==> config.mk <==
export PLATFORM = sky130hd
export DESIGN_NAME = rf_wr_arbiter_flat
export DESIGN_NICKNAME = d
export VERILOG_FILES = /design/src/rtl/rf_wr_arbiter_if.sv /design/src/rtl/rf_wr_arbiter.sv /design/src/flat_wrapper.sv
export SDC_FILE = /design/constraint.sdc
export NUM_CORES = 1
export LEC_CHECK = 0
export BUFFER_PORTS_ARGS = -buffer_cell sky130_fd_sc_hd__buf_2
export CAP_MARGIN = 0
export CORE_AREA = 4 4 104 106
export CTS_BUF_LIST = sky130_fd_sc_hd__clkbuf_8
export DETAILED_ROUTE_END_ITERATION = 8
export DIE_AREA = 0 0 108 110
export GPL_TIMING_DRIVEN = 0
export PLACE_DENSITY = 0.77
export SYNTH_ARGS = -nofsm -noshare
export SYNTH_HDL_FRONTEND = slang
export SYNTH_SLANG_ARGS = --single-unit
==> constraint.sdc <==
create_clock -name clk -period 5.4 [get_ports clk]
set_clock_uncertainty 0.2 [all_clocks]
set_input_delay 1.08 -clock clk [delete_from_list [all_inputs] [get_ports clk]]
set_output_delay 1.08 -clock clk [all_outputs]
set_load 0.02 [all_outputs]
==> src/rtl/rf_wr_arbiter_if.sv <==
// Bundle of the writeback requester handshakes, the register-file write port
// and the forwarded read paths seen by rf_wr_arbiter.
interface rf_wr_arbiter_if #(
    parameter int ADDR_WIDTH = 5,
    parameter int DATA_WIDTH = 32
);
    logic                  req0_valid;
    logic [ADDR_WIDTH-1:0] req0_addr;
    logic [DATA_WIDTH-1:0] req0_data;
    logic                  req0_ready;

    logic                  req1_valid;
    logic [ADDR_WIDTH-1:0] req1_addr;
    logic [DATA_WIDTH-1:0] req1_data;
    logic                  req1_ready;

    logic                  rf_wr_en;
    logic [ADDR_WIDTH-1:0] rf_wr_addr;
    logic [DATA_WIDTH-1:0] rf_wr_data;

    logic [ADDR_WIDTH-1:0] rd_addr1;
    logic [ADDR_WIDTH-1:0] rd_addr2;
    logic [DATA_WIDTH-1:0] rf_rd_data1;
    logic [DATA_WIDTH-1:0] rf_rd_data2;
    logic [DATA_WIDTH-1:0] fwd_data1;
    logic [DATA_WIDTH-1:0] fwd_data2;

    logic [15:0]           conflict_cnt;

    modport slave (
        input  req0_valid, req0_addr, req0_data,
        output req0_ready,
        input  req1_valid, req1_addr, req1_data,
        output req1_ready,
        output rf_wr_en, rf_wr_addr, rf_wr_data,
        input  rd_addr1, rd_addr2, rf_rd_data1, rf_rd_data2,
        output fwd_data1, fwd_data2,
        output conflict_cnt
    );

    modport master (
        output req0_valid, req0_addr, req0_data,
        input  req0_ready,
        output req1_valid, req1_addr, req1_data,
        input  req1_ready,
        input  rf_wr_en, rf_wr_addr, rf_wr_data,
        output rd_addr1, rd_addr2, rf_rd_data1, rf_rd_data2,
        input  fwd_data1, fwd_data2,
        input  conflict_cnt
    );
endinterface

==> src/rtl/rf_wr_arbiter.sv <==
// Round-robin arbiter sharing the single register-file write port between the
// ALU and load-unit writeback paths, with write-to-read forwarding.
module rf_wr_arbiter #(
    parameter int ADDR_WIDTH = 5,
    parameter int DATA_WIDTH = 32
) (
    input logic             clk,
    input logic             rst_n,
    rf_wr_arbiter_if.slave  bus
);

    logic                  grant0_s;
    logic                  grant1_s;

    logic                  last_q;
    logic                  last_d;
    logic                  wr_en_q;
    logic                  wr_en_d;
    logic [ADDR_WIDTH-1:0] wr_addr_q;
    logic [ADDR_WIDTH-1:0] wr_addr_d;
    logic [DATA_WIDTH-1:0] wr_data_q;
    logic [DATA_WIDTH-1:0] wr_data_d;
    logic [15:0]           conflict_q;
    logic [15:0]           conflict_d;

    // Grant selection; last_q=1 means req1 won most recently, so req0 wins a tie.
    always_comb begin
        grant0_s = 1'b0;
        grant1_s = 1'b0;
        if (!rst_n) begin
            grant0_s = 1'b0;
            grant1_s = 1'b0;
        end else if (bus.req0_valid && bus.req1_valid) begin
            if (last_q) begin
                grant0_s = 1'b1;
            end else begin
                grant1_s = 1'b1;
            end
        end else if (bus.req0_valid) begin
            grant0_s = 1'b1;
        end else if (bus.req1_valid) begin
            grant1_s = 1'b1;
        end else begin
            grant0_s = 1'b0;
            grant1_s = 1'b0;
        end
    end

    // Next-state for the write stage, priority bit and conflict counter.
    always_comb begin
        last_d     = last_q;
        wr_en_d    = 1'b0;
        wr_addr_d  = wr_addr_q;
        wr_data_d  = wr_data_q;
        conflict_d = conflict_q;
        if (grant0_s) begin
            last_d    = 1'b0;
            wr_en_d   = 1'b1;
            wr_addr_d = bus.req0_addr;
            wr_data_d = bus.req0_data;
        end else if (grant1_s) begin
            last_d    = 1'b1;
            wr_en_d   = 1'b1;
            wr_addr_d = bus.req1_addr;
            wr_data_d = bus.req1_data;
        end else begin
            last_d  = last_q;
            wr_en_d = 1'b0;
        end
        if (bus.req0_valid && bus.req1_valid && (conflict_q != 16'hFFFF)) begin
            conflict_d = conflict_q + 16'd1;
        end else begin
            conflict_d = conflict_q;
        end
    end

    // State registers; reset also drops any write not yet committed.
    always_ff @(posedge clk) begin
        if (!rst_n) begin
            last_q     <= 1'b1;
            wr_en_q    <= 1'b0;
            wr_addr_q  <= {ADDR_WIDTH{1'b0}};
            wr_data_q  <= {DATA_WIDTH{1'b0}};
            conflict_q <= 16'd0;
        end else begin
            last_q     <= last_d;
            wr_en_q    <= wr_en_d;
            wr_addr_q  <= wr_addr_d;
            wr_data_q  <= wr_data_d;
            conflict_q <= conflict_d;
        end
    end

    // Forward the in-flight write; register 0 is an ordinary register here.
    always_comb begin
        if (wr_en_q && (wr_addr_q == bus.rd_addr1)) begin
            bus.fwd_data1 = wr_data_q;
        end else begin
            bus.fwd_data1 = bus.rf_rd_data1;
        end
        if (wr_en_q && (wr_addr_q == bus.rd_addr2)) begin
            bus.fwd_data2 = wr_data_q;
        end else begin
            bus.fwd_data2 = bus.rf_rd_data2;
        end
    end

    assign bus.req0_ready   = grant0_s;
    assign bus.req1_ready   = grant1_s;
    assign bus.rf_wr_en     = wr_en_q;
    assign bus.rf_wr_addr   = wr_addr_q;
    assign bus.rf_wr_data   = wr_data_q;
    assign bus.conflict_cnt = conflict_q;

endmodule

==> src/flat_wrapper.sv <==
// flat-port wrapper written by rule: the top's interface ports become plain ports
module rf_wr_arbiter_flat 
#(
    parameter int ADDR_WIDTH = 5,
    parameter int DATA_WIDTH = 32
)
  (clk, rst_n, bus_req0_valid, bus_req0_addr, bus_req0_data, bus_req0_ready, bus_req1_valid, bus_req1_addr, bus_req1_data, bus_req1_ready, bus_rf_wr_en, bus_rf_wr_addr, bus_rf_wr_data, bus_rd_addr1, bus_rd_addr2, bus_rf_rd_data1, bus_rf_rd_data2, bus_fwd_data1, bus_fwd_data2, bus_conflict_cnt);
  rf_wr_arbiter_if #(.ADDR_WIDTH(ADDR_WIDTH), .DATA_WIDTH(DATA_WIDTH)) bus_i ();
  input logic clk;
  input logic rst_n;
  input wire logic [$bits(bus_i.req0_valid)-1:0] bus_req0_valid;
  input wire logic [$bits(bus_i.req0_addr)-1:0] bus_req0_addr;
  input wire logic [$bits(bus_i.req0_data)-1:0] bus_req0_data;
  output wire logic [$bits(bus_i.req0_ready)-1:0] bus_req0_ready;
  input wire logic [$bits(bus_i.req1_valid)-1:0] bus_req1_valid;
  input wire logic [$bits(bus_i.req1_addr)-1:0] bus_req1_addr;
  input wire logic [$bits(bus_i.req1_data)-1:0] bus_req1_data;
  output wire logic [$bits(bus_i.req1_ready)-1:0] bus_req1_ready;
  output wire logic [$bits(bus_i.rf_wr_en)-1:0] bus_rf_wr_en;
  output wire logic [$bits(bus_i.rf_wr_addr)-1:0] bus_rf_wr_addr;
  output wire logic [$bits(bus_i.rf_wr_data)-1:0] bus_rf_wr_data;
  input wire logic [$bits(bus_i.rd_addr1)-1:0] bus_rd_addr1;
  input wire logic [$bits(bus_i.rd_addr2)-1:0] bus_rd_addr2;
  input wire logic [$bits(bus_i.rf_rd_data1)-1:0] bus_rf_rd_data1;
  input wire logic [$bits(bus_i.rf_rd_data2)-1:0] bus_rf_rd_data2;
  output wire logic [$bits(bus_i.fwd_data1)-1:0] bus_fwd_data1;
  output wire logic [$bits(bus_i.fwd_data2)-1:0] bus_fwd_data2;
  output wire logic [$bits(bus_i.conflict_cnt)-1:0] bus_conflict_cnt;
  assign bus_i.req0_valid = bus_req0_valid;
  assign bus_i.req0_addr = bus_req0_addr;
  assign bus_i.req0_data = bus_req0_data;
  assign bus_req0_ready = bus_i.req0_ready;
  assign bus_i.req1_valid = bus_req1_valid;
  assign bus_i.req1_addr = bus_req1_addr;
  assign bus_i.req1_data = bus_req1_data;
  assign bus_req1_ready = bus_i.req1_ready;
  assign bus_rf_wr_en = bus_i.rf_wr_en;
  assign bus_rf_wr_addr = bus_i.rf_wr_addr;
  assign bus_rf_wr_data = bus_i.rf_wr_data;
  assign bus_i.rd_addr1 = bus_rd_addr1;
  assign bus_i.rd_addr2 = bus_rd_addr2;
  assign bus_i.rf_rd_data1 = bus_rf_rd_data1;
  assign bus_i.rf_rd_data2 = bus_rf_rd_data2;
  assign bus_fwd_data1 = bus_i.fwd_data1;
  assign bus_fwd_data2 = bus_i.fwd_data2;
  assign bus_conflict_cnt = bus_i.conflict_cnt;
  rf_wr_arbiter #(.ADDR_WIDTH(ADDR_WIDTH), .DATA_WIDTH(DATA_WIDTH)) u_core (.clk(clk), .rst_n(rst_n), .bus(bus_i));
endmodule
# After elaboration in Yosys (flattened, before gate mapping)

Index checks and enable logic that the tools add are counted.

Memories kept: 0
Logic and storage cells: 33
Register bits: 55
Bits in read-only memories: 0
Bits of input ports: 152
Output and inout port bits: 120
Bits in latches: 0
RAM bits: 0

Shifts and indexed selects: 0
$mul: 0
$lt $le $gt $ge: 0
Reductions and logical operators: 5
Add/sub/neg operators: 1
Bitwise operators: 0
Eq/ne operators: 3
Mux-type cells: 19
Divide/modulo/power cells: 0

Operators by type and width:

| cell                                                             | number |
|---|---|
| 32-bit 2-to-1 mux                                                | 4 |
| 16-bit by 1-bit adder with 16-bit output (second input constant) | 1 |
| 16-bit inequality test (second input constant)                   | 1 |
| 1-bit 2-to-1 mux                                                 | 13 |
| 5-bit == test                                                    | 2 |
| 5-bit 2-to-1 mux                                                 | 2 |
| 1-bit logical AND                                                | 4 |
| 2-bit nonzero test                                               | 1 |

# Depth between registers and ports, before layout

Gate-level depths: netlist of run 1.

Depth after elaboration: 6
Depth in mapped cells: 6
Mapped depth without buffers: 5

# Worst setup path before layout of run 1

Ideal clock, no wire load.

Kind: input to output
From: input bus_rd_addr2[2]
To: output bus_fwd_data2[13]
Cell stages on the path: 6
Data required time: 4.120 ns
Path buffers: 2
Arrival time: 2.430 ns
Slack: 1.690 ns
Cell sequence: xor2_1 > nor4_1 > and3_1 > clkbuf_1 > buf_2 > mux2_1

Word-level cells in the longest chain between the ends: 3

Ends and longest elaborated chain:

| what               | RTL line             | text |
|---|---|---|
| start: declaration | flat_wrapper.sv:23   | `input wire logic [$bits(bus_i.rd_addr2)-1:0] bus_rd_addr2;` |
| 5-bit == test      | rf_wr_arbiter.sv:101 | `if (wr_en_q && (wr_addr_q == bus.rd_addr2)) begin` |
| 1-bit logical AND  | rf_wr_arbiter.sv:101 |  |
| 32-bit 2-to-1 mux  | rf_wr_arbiter.sv:101 |  |
| end: declaration   | flat_wrapper.sv:27   | `output wire logic [$bits(bus_i.fwd_data2)-1:0] bus_fwd_data2;` |

No other way between the ends.

# Final worst setup path of run 1

From: input bus_rd_addr2[2]
To: output bus_fwd_data2[21]

The elaborated chain is that of the path after synthesis.

==> results.yml, run 1 <==
status:
  run_status: "finished clean"
min_path:
  hold_path_class: "register to register"
  min_path_cells: 2
layout:
  drive_above_1_share_pct: 52.8
  area_added_between_synthesis_and_finish_pct: 49.0
  num_antenna_cells: 0
  seqCellArea_um2: 1100
  nFillCells: 916
  multi_input_comb_area_um2: 2150
  final_cell_count_no_fill: 771
  fin_nets: 790
floorplan:
  die_x_um: 108
  chipHeight_um: 110
  boundaryPins: 272
  std_cell_rows: 36
  initial_utilization_pct: 34.6
  design.die.area_um2: 11900
  core_area_um2: 9770
drt:
  detail_route.drc_violations: 0
  drt-pass1-iter-count: 5
  drt.antenna.violating_nets: 0
  drt-initial-drc-count: 196
  routed-via-count: 3927
  detail_route.vias_per_cell: 5.09
  detail_route.wl_per_cell_um: 17.4
  drt_wl_total_um: 13400
synthesis:
  netlist_instances: 359
  syn_std_cell_area_um2: 3380
  synth_ff_type: "sky130_fd_sc_hd__dfxtp_1"
  post_synthesis_simple_gate_area_fraction_pct: 14.1
  synth_compound_gate_area_share_pct: 13.4
  synth_adder_area_share_pct: 0.370
  net_count_synth: 512
  dominant_combinational_cell_family_by_area_after_synthesis: "multiplexers"
  synth_seq_cells: 55
  synth.yosys.warnings: 0
  synth-edff-count: 0
  syn-mean-instance-area_um2: 9.42
  ys_seq_area_share_pct: 32.5
  synth.mux.area_fraction_pct: 33.1
  post_synth_xor_area_fraction_pct: 2.59
  synth_async_sr_flop_share_pct: 0
  post_synth_cell_types: 36
timing:
  finalSetupViolCount: 0
  final.hold.worst_slack_ns: 0.320
  rsz0062_at_grt: "no"
  final_max_slew_viol_count: 0
  number_of_endpoints_with_negative_hold_slack_in_the_final_report: 0
  min_period_over_period_pct: 80.8
  setup_total_negative_slack_ns: 0
  actual_transition_at_the_worst_max_transition_pin_ns: 0.573
  fmax_ghz: 0.229
  finalCriticalPeriod_ns: 4.36
  slew-limit-headroom_pct: 61.8
clocking:
  cts-buffers-inserted: 5
  cts-resized-gates: 0
  clock_path_buffers: 2
  post_cts_buffers: 0
  clock_latency_ns: 0.31
  clockRootBuffer: "sky130_fd_sc_hd__clkbuf_8"
  numClockSinks: 55
  tritoncts_clock_tree: "built"
  ctsHtreeMaxLevel: 2
  cts_hold_buf: 0
  clkSlewWorstSetupHoldPaths_ns: 0.10
global_routing:
  grt.total_usage_pct: 20.4
  grt_busiest_layer: "met2"
  grt_pass1_wl_um: 19200
  antenna_violations_before_repair: 0
  via_count_of_the_first_global_routing_pass: 3894
  grt_max_degree: 18
  gr_layer_usage_met2_pct: 38.7
  met1_usage_pct: 24.0
  grtUsageMet3_pct: 2.85
  grt.overflow.total: 0
place:
  post_dp_hpwl_um: 10800
  place.gp.congestion: 0.930
  port_buffers: 271
  place.detailed.instances: 763
worst_setup_path:
  timing.critical_path.to_type: "output pin"
  critPathArrivalTime_ns: 3.08
  timing.setup.critical_path_class: "input port to output pin"
  category_of_the_worst_setup_path_launch_point: "input port"
  worstPathMaxFanout: 10
  ff2ff_path_depth: 6
  worst-endpoint-required_ns: 4.12
pwr:
  power.static_leakage_nw: 2.55
  p_per_area_nw_per_um2: 215
  ir_drop_mv: 0.153
flow_run:
  maxCapViolations: 0
-- registers in the layout, summed over array words and instances (netlist names) --
register / count
u_core.last_q: 1
u_core.bus.conflict_cnt: 16
u_core.bus.rf_wr_data: 32
u_core.bus.rf_wr_addr: 5
u_core.bus.rf_wr_en: 1
-- placed cells by master (no fill, tap or decap), types with 3 or more instances in the layout --
master                     instances
sky130_fd_sc_hd__mux2i_1          40
sky130_fd_sc_hd__dfxtp_1          55
sky130_fd_sc_hd__nand3_1           9
sky130_fd_sc_hd__nand4_1           4
sky130_fd_sc_hd__nand2b_1          5
sky130_fd_sc_hd__clkbuf_8          5
sky130_fd_sc_hd__inv_1             3
sky130_fd_sc_hd__a211oi_1         37
sky130_fd_sc_hd__mux2_1           22
sky130_fd_sc_hd__or3_1             6
sky130_fd_sc_hd__o31ai_1           5
sky130_fd_sc_hd__nand2_1          10
sky130_fd_sc_hd__nor2_1           40
sky130_fd_sc_hd__o21ai_0           5
sky130_fd_sc_hd__xor2_1            8
sky130_fd_sc_hd__buf_2           282
sky130_fd_sc_hd__mux2_2           42
sky130_fd_sc_hd__nor4_1            3
sky130_fd_sc_hd__or4_1             6
sky130_fd_sc_hd__a21oi_1          11
sky130_fd_sc_hd__clkbuf_1         15
-- final timing paths --
| check | end | slack, ns | start |
|---|---|---|---|
| min | u_core.last_q$_SDFFE_PN1P_ | 0.32 | u_core.last_q$_SDFFE_PN1P_ |
| max reg2reg | u_core.bus.conflict_cnt[11]$_SDFFE_PN0P_ | 3.07 | u_core.bus.conflict_cnt[1]$_SDFFE_PN0P_ |
| min reg2reg | u_core.last_q$_SDFFE_PN1P_ | 0.32 | u_core.last_q$_SDFFE_PN1P_ |
| max | bus_fwd_data2[21] | 1.04 | bus_rd_addr2[2] |
-- power breakdown --
| group | internal [mW] | total [mW] | switching, mW |
|---|---|---|---|
| combinational | 0.133 | 0.306 | 0.173 |
| clock | 0.185 | 0.325 | 0.140 |
| sequential | 0.430 | 0.455 | 0.0258 |
-- cell usage after synthesis, types with 2 or more instances --
cell type                  count  share of area (%)
sky130_fd_sc_hd__nand3_2       2               0.59
sky130_fd_sc_hd__mux2_1       22                7.3
sky130_fd_sc_hd__nand2_1      10                1.1
sky130_fd_sc_hd__nor4_1        3               0.55
sky130_fd_sc_hd__mux2i_1      40                 12
sky130_fd_sc_hd__or3_1         6                1.1
sky130_fd_sc_hd__buf_1         2               0.22
sky130_fd_sc_hd__o31ai_1       5                1.1
sky130_fd_sc_hd__and3_1        2               0.37
sky130_fd_sc_hd__inv_1         3               0.33
sky130_fd_sc_hd__clkbuf_1     15                1.7
sky130_fd_sc_hd__nor2_1       40                4.4
sky130_fd_sc_hd__nand2b_1      5               0.92
sky130_fd_sc_hd__o21ai_0       5               0.74
sky130_fd_sc_hd__buf_2        11                1.6
sky130_fd_sc_hd__dfxtp_1      55                 33
sky130_fd_sc_hd__a211oi_1     37                8.2
sky130_fd_sc_hd__a21oi_1      11                1.6
sky130_fd_sc_hd__nand4_1       4               0.74
sky130_fd_sc_hd__xor2_1        8                2.1
sky130_fd_sc_hd__xnor2_1       2               0.52
sky130_fd_sc_hd__or4_1         6                1.3
sky130_fd_sc_hd__mux2_2       42                 14
sky130_fd_sc_hd__o41ai_1       2               0.52
sky130_fd_sc_hd__nand3_1       9                1.3
sky130_fd_sc_hd__or4_4         2               0.67
-- metrics by stage --
stage / cell area [um2] / utilization [%] / power (mW) / setup slack, ns
2_1_floorplan: 3380 / - / 0.633 / 1.69
3_3_place_gp: 4910 / 50.2 / 0.763 / 1.05
3_5_place_dp: 4910 / 50.2 / 0.771 / 0.998
4_1_cts: 5040 / 51.6 / 1.10 / 0.991
5_1_grt: 5040 / 51.6 / 1.14 / 0.927
6_report: 5040 / 51.6 / 1.09 / 1.04
-- cell families (layout without fill, tap and decap cells) --
logic type               after synthesis  in the layout
adder cells (fa/ha/maj)                1              1
flip-flops                            55             55
AO/OA/AOI/OAI                         65             65
buffers and inverters                 31            310
XOR/XNOR                              10             10
AND/OR/NAND/NOR                       93             93
multiplexers                         104            104
-- routing by layer --
layer / vias up / part of all wire, % / wire length [um]
li1: 1895 / - / -
met1: 1820 / 39 / 5270
met2: 196 / 51 / 6900
met3: 16 / 7.7 / 1030
met4: 0 / 1.5 / 199
met5: - / 0 / 0
-- critical path: stages --
cell	delay, ns
sky130_fd_sc_hd__buf_2	0.10
sky130_fd_sc_hd__xor2_1	0.13
sky130_fd_sc_hd__nor4_1	0.33
sky130_fd_sc_hd__and3_1	0.20
sky130_fd_sc_hd__clkbuf_1	0.31
sky130_fd_sc_hd__buf_2	0.37
sky130_fd_sc_hd__mux2_2	0.39
sky130_fd_sc_hd__buf_2	0.16
-- cell type report --
type / instances / share of cell area [%]
clock inverter: 3 / 1.34
sequential: 55 / 21.8
timing repair buffer: 271 / 26.9
inverter: 3 / 0.223
multi-input combinational: 273 / 42.7
tap: 133 / 3.30
clock buffer: 5 / 1.36
buffer: 28 / 2.36
Power figures use the tool's default switching activity.
==> inputs of run 2 (changes only) <==
--- a/config.mk
+++ b/config.mk
@@ -12,7 +12,7 @@
 export DETAILED_ROUTE_END_ITERATION = 8
 export DIE_AREA = 0 0 108 110
 export GPL_TIMING_DRIVEN = 0
-export PLACE_DENSITY = 0.77
+export PLACE_DENSITY = 0.79
 export SYNTH_ARGS = -nofsm -noshare
 export SYNTH_HDL_FRONTEND = slang
 export SYNTH_SLANG_ARGS = --single-unit
==> constraint.sdc (replaced) <==
create_clock -name clk -period 4.01 [get_ports clk]
set_clock_uncertainty 0.2 [all_clocks]
set_input_delay 0.802 -clock clk [delete_from_list [all_inputs] [get_ports clk]]
set_output_delay 0.802 -clock clk [all_outputs]
set_load 0.02 [all_outputs]
==> run 2 against run 1 <==
  * Clock power is 19% higher
  * Sequential power increased by 35%
  * Largest power group unchanged
  * Sequential share of layout area rose by 0.082 points
  * Critical path depth stayed put
  * Setup slack got worse by 0.76 ns
  * Design area down 0.37%
  * Non-clock buffer count did not move
  * Flip-flop and latch count stayed put
  * Via count rose by 0.69%
  * Utilization down 0.19 points
  * Global-route usage grew 0.45 points
  * Combinational power rose by 35%
==> results.yml, run 2 (same netlist as run 1, synthesis figures left out) <==
worst_setup_path:
  timing.critical_path.to_type: "output pin"
  startpoint_of_the_worst_slack_reg_to_reg_timing_path: "u_core.bus.conflict_cnt[0]$_SDFFE_PN0P_"
  worst-endpoint-required_ns: 3.01
  timing.setup.critical_path_class: "input port to output pin"
  worstSetupStartpoint: "bus_rd_addr2[2]"
  category_of_the_worst_setup_path_launch_point: "input port"
  critPathArrivalTime_ns: 2.73
  worstPathMaxFanout: 10
clocking:
  clock_latency_ns: 0.31
  clock_path_buffers: 2
  numClockSinks: 55
  cts-buffers-inserted: 5
  clockRootBuffer: "sky130_fd_sc_hd__clkbuf_8"
  post_cts_buffers: 0
  cts_hold_buf: 0
  tritoncts_clock_tree: "built"
  ctsHtreeMaxLevel: 2
  clkSlewWorstSetupHoldPaths_ns: 0.10
  cts-resized-gates: 0
drt:
  drt-pass1-iter-count: 4
  routed-via-count: 3954
  detail_route.drc_violations: 0
  detail_route.wl_per_cell_um: 17.6
  drt_wl_total_um: 13600
  detail_route.vias_per_cell: 5.13
  drt-initial-drc-count: 165
  drt.antenna.violating_nets: 0
layout:
  finish.utilization_pct: 51.4
  mostFrequentLayoutCells: "282 x sky130_fd_sc_hd__buf_2, 55 x sky130_fd_sc_hd__dfxtp_1, 42 x sky130_fd_sc_hd__mux2_2"
  largest_reg_flops: 32
  fin_nets: 790
  area_added_between_synthesis_and_finish_pct: 48.5
  final_cell_count_no_fill: 771
  num_antenna_cells: 0
  most_common_library_cell_in_the_layout_ignoring_fill_and_taps: "sky130_fd_sc_hd__buf_2"
  stdcell_area_um2: 5020
  drive_above_1_share_pct: 52.8
pwr:
  ir_drop_mv: 0.154
  p_per_area_nw_per_um2: 281
  power.static_leakage_nw: 2.55
timing:
  fmax_ghz: 0.268
  layout_setup_ws_ns: 0.280
  rsz0062_at_grt: "no"
  slew-limit-headroom_pct: 62.5
  finalCriticalPeriod_ns: 3.73
  finalSetupViolCount: 0
  min_period_over_period_pct: 93.0
  number_of_endpoints_with_negative_hold_slack_in_the_final_report: 0
  actual_transition_at_the_worst_max_transition_pin_ns: 0.562
  setup_total_negative_slack_ns: 0
  final_max_slew_viol_count: 0
global_routing:
  grt_max_degree: 17
  antenna_violations_before_repair: 0
  grt.overflow.total: 0
  via_count_of_the_first_global_routing_pass: 3886
  grt_pass1_wl_um: 19700
  grt.total_usage_pct: 20.8
min_path:
  hold_path_class: "register to register"
  min_from: "u_core.bus.conflict_cnt[9]$_SDFFE_PN0P_"
status:
  run_status: "finished clean"
floorplan:
  design.die.area_um2: 11900
  boundaryPins: 272
  initial_utilization_pct: 34.6
  std_cell_rows: 36
  chipHeight_um: 110
  die_x_um: 108
  core_area_um2: 9770
place:
  place.detailed.instances: 763
  post_dp_hpwl_um: 11000
  placement.cell_area_um2: 4910
  port_buffers: 271
  place.gp.congestion: 0.875
  place_ws_ns: 0.258
flow_run:
  maxCapViolations: 0
[run 2: cell types whose count changed in the layout (fill, tap and decap cells not counted), sizes merged]
| cell | previous run | this run |
|---|---|---|
| clkinv | 0 | 1 |
| clkinvlp | 1 | 0 |
| clkbuf | 20 | 21 |
| bufinv | 2 | 1 |
[run 2: final timing paths]
| path | end | slack [ns] | depth (start not counted) |
|---|---|---|---|
| max | bus_fwd_data2[30] | 0.28 | 8 |
| min | u_core.bus.conflict_cnt[9]$_SDFFE_PN0P_ | 0.32 | 2 |
| max reg2reg | u_core.bus.conflict_cnt[5]$_SDFFE_PN0P_ | 1.73 | 6 |
| min reg2reg | u_core.bus.conflict_cnt[9]$_SDFFE_PN0P_ | 0.32 | 2 |
[run 2: where the power goes]
part	switching, mW	internal (mW)	total (mW)
clock network	0.185	0.202	0.387
registers	0.0357	0.578	0.614
logic	0.234	0.179	0.412
[run 2: per-layer routing]
metal  vias up  wire, um  track usage [%]
met5         -         0                0
met4         0       158             4.33
met3        12      1040             2.74
met2       192      7170             39.2
met1      1858      5240             25.3
li1       1892         -                -
[run 2: cell type report]
type | instances | area (um2)
Buffer | 28 | 119
Clock buffer | 6 | 82.6
Clock inverter | 2 | 35.0
Fill cell | 960 | 4750
Inverter | 3 | 11.3
Multi-Input combinational cell | 273 | 2150
Sequential cell | 55 | 1100
Tap cell | 133 | 166
Timing Repair Buffer | 271 | 1360
[run 2: through the flow]
step	total power, mW	hold WS, ns
floorplan	0.852	0.261
global placement	1.03	0.279
detailed placement	1.04	0.301
CTS	1.43	0.315
global route	1.49	0.350
finish	1.41	0.315
[run 2: critical path: stages]
cell and delay, ns:
sky130_fd_sc_hd__buf_2 0.11, sky130_fd_sc_hd__xor2_1 0.13, sky130_fd_sc_hd__nor4_1 0.26, sky130_fd_sc_hd__and3_1 0.18
sky130_fd_sc_hd__clkbuf_1 0.31, sky130_fd_sc_hd__buf_2 0.38, sky130_fd_sc_hd__mux2_1 0.38, sky130_fd_sc_hd__buf_2 0.17
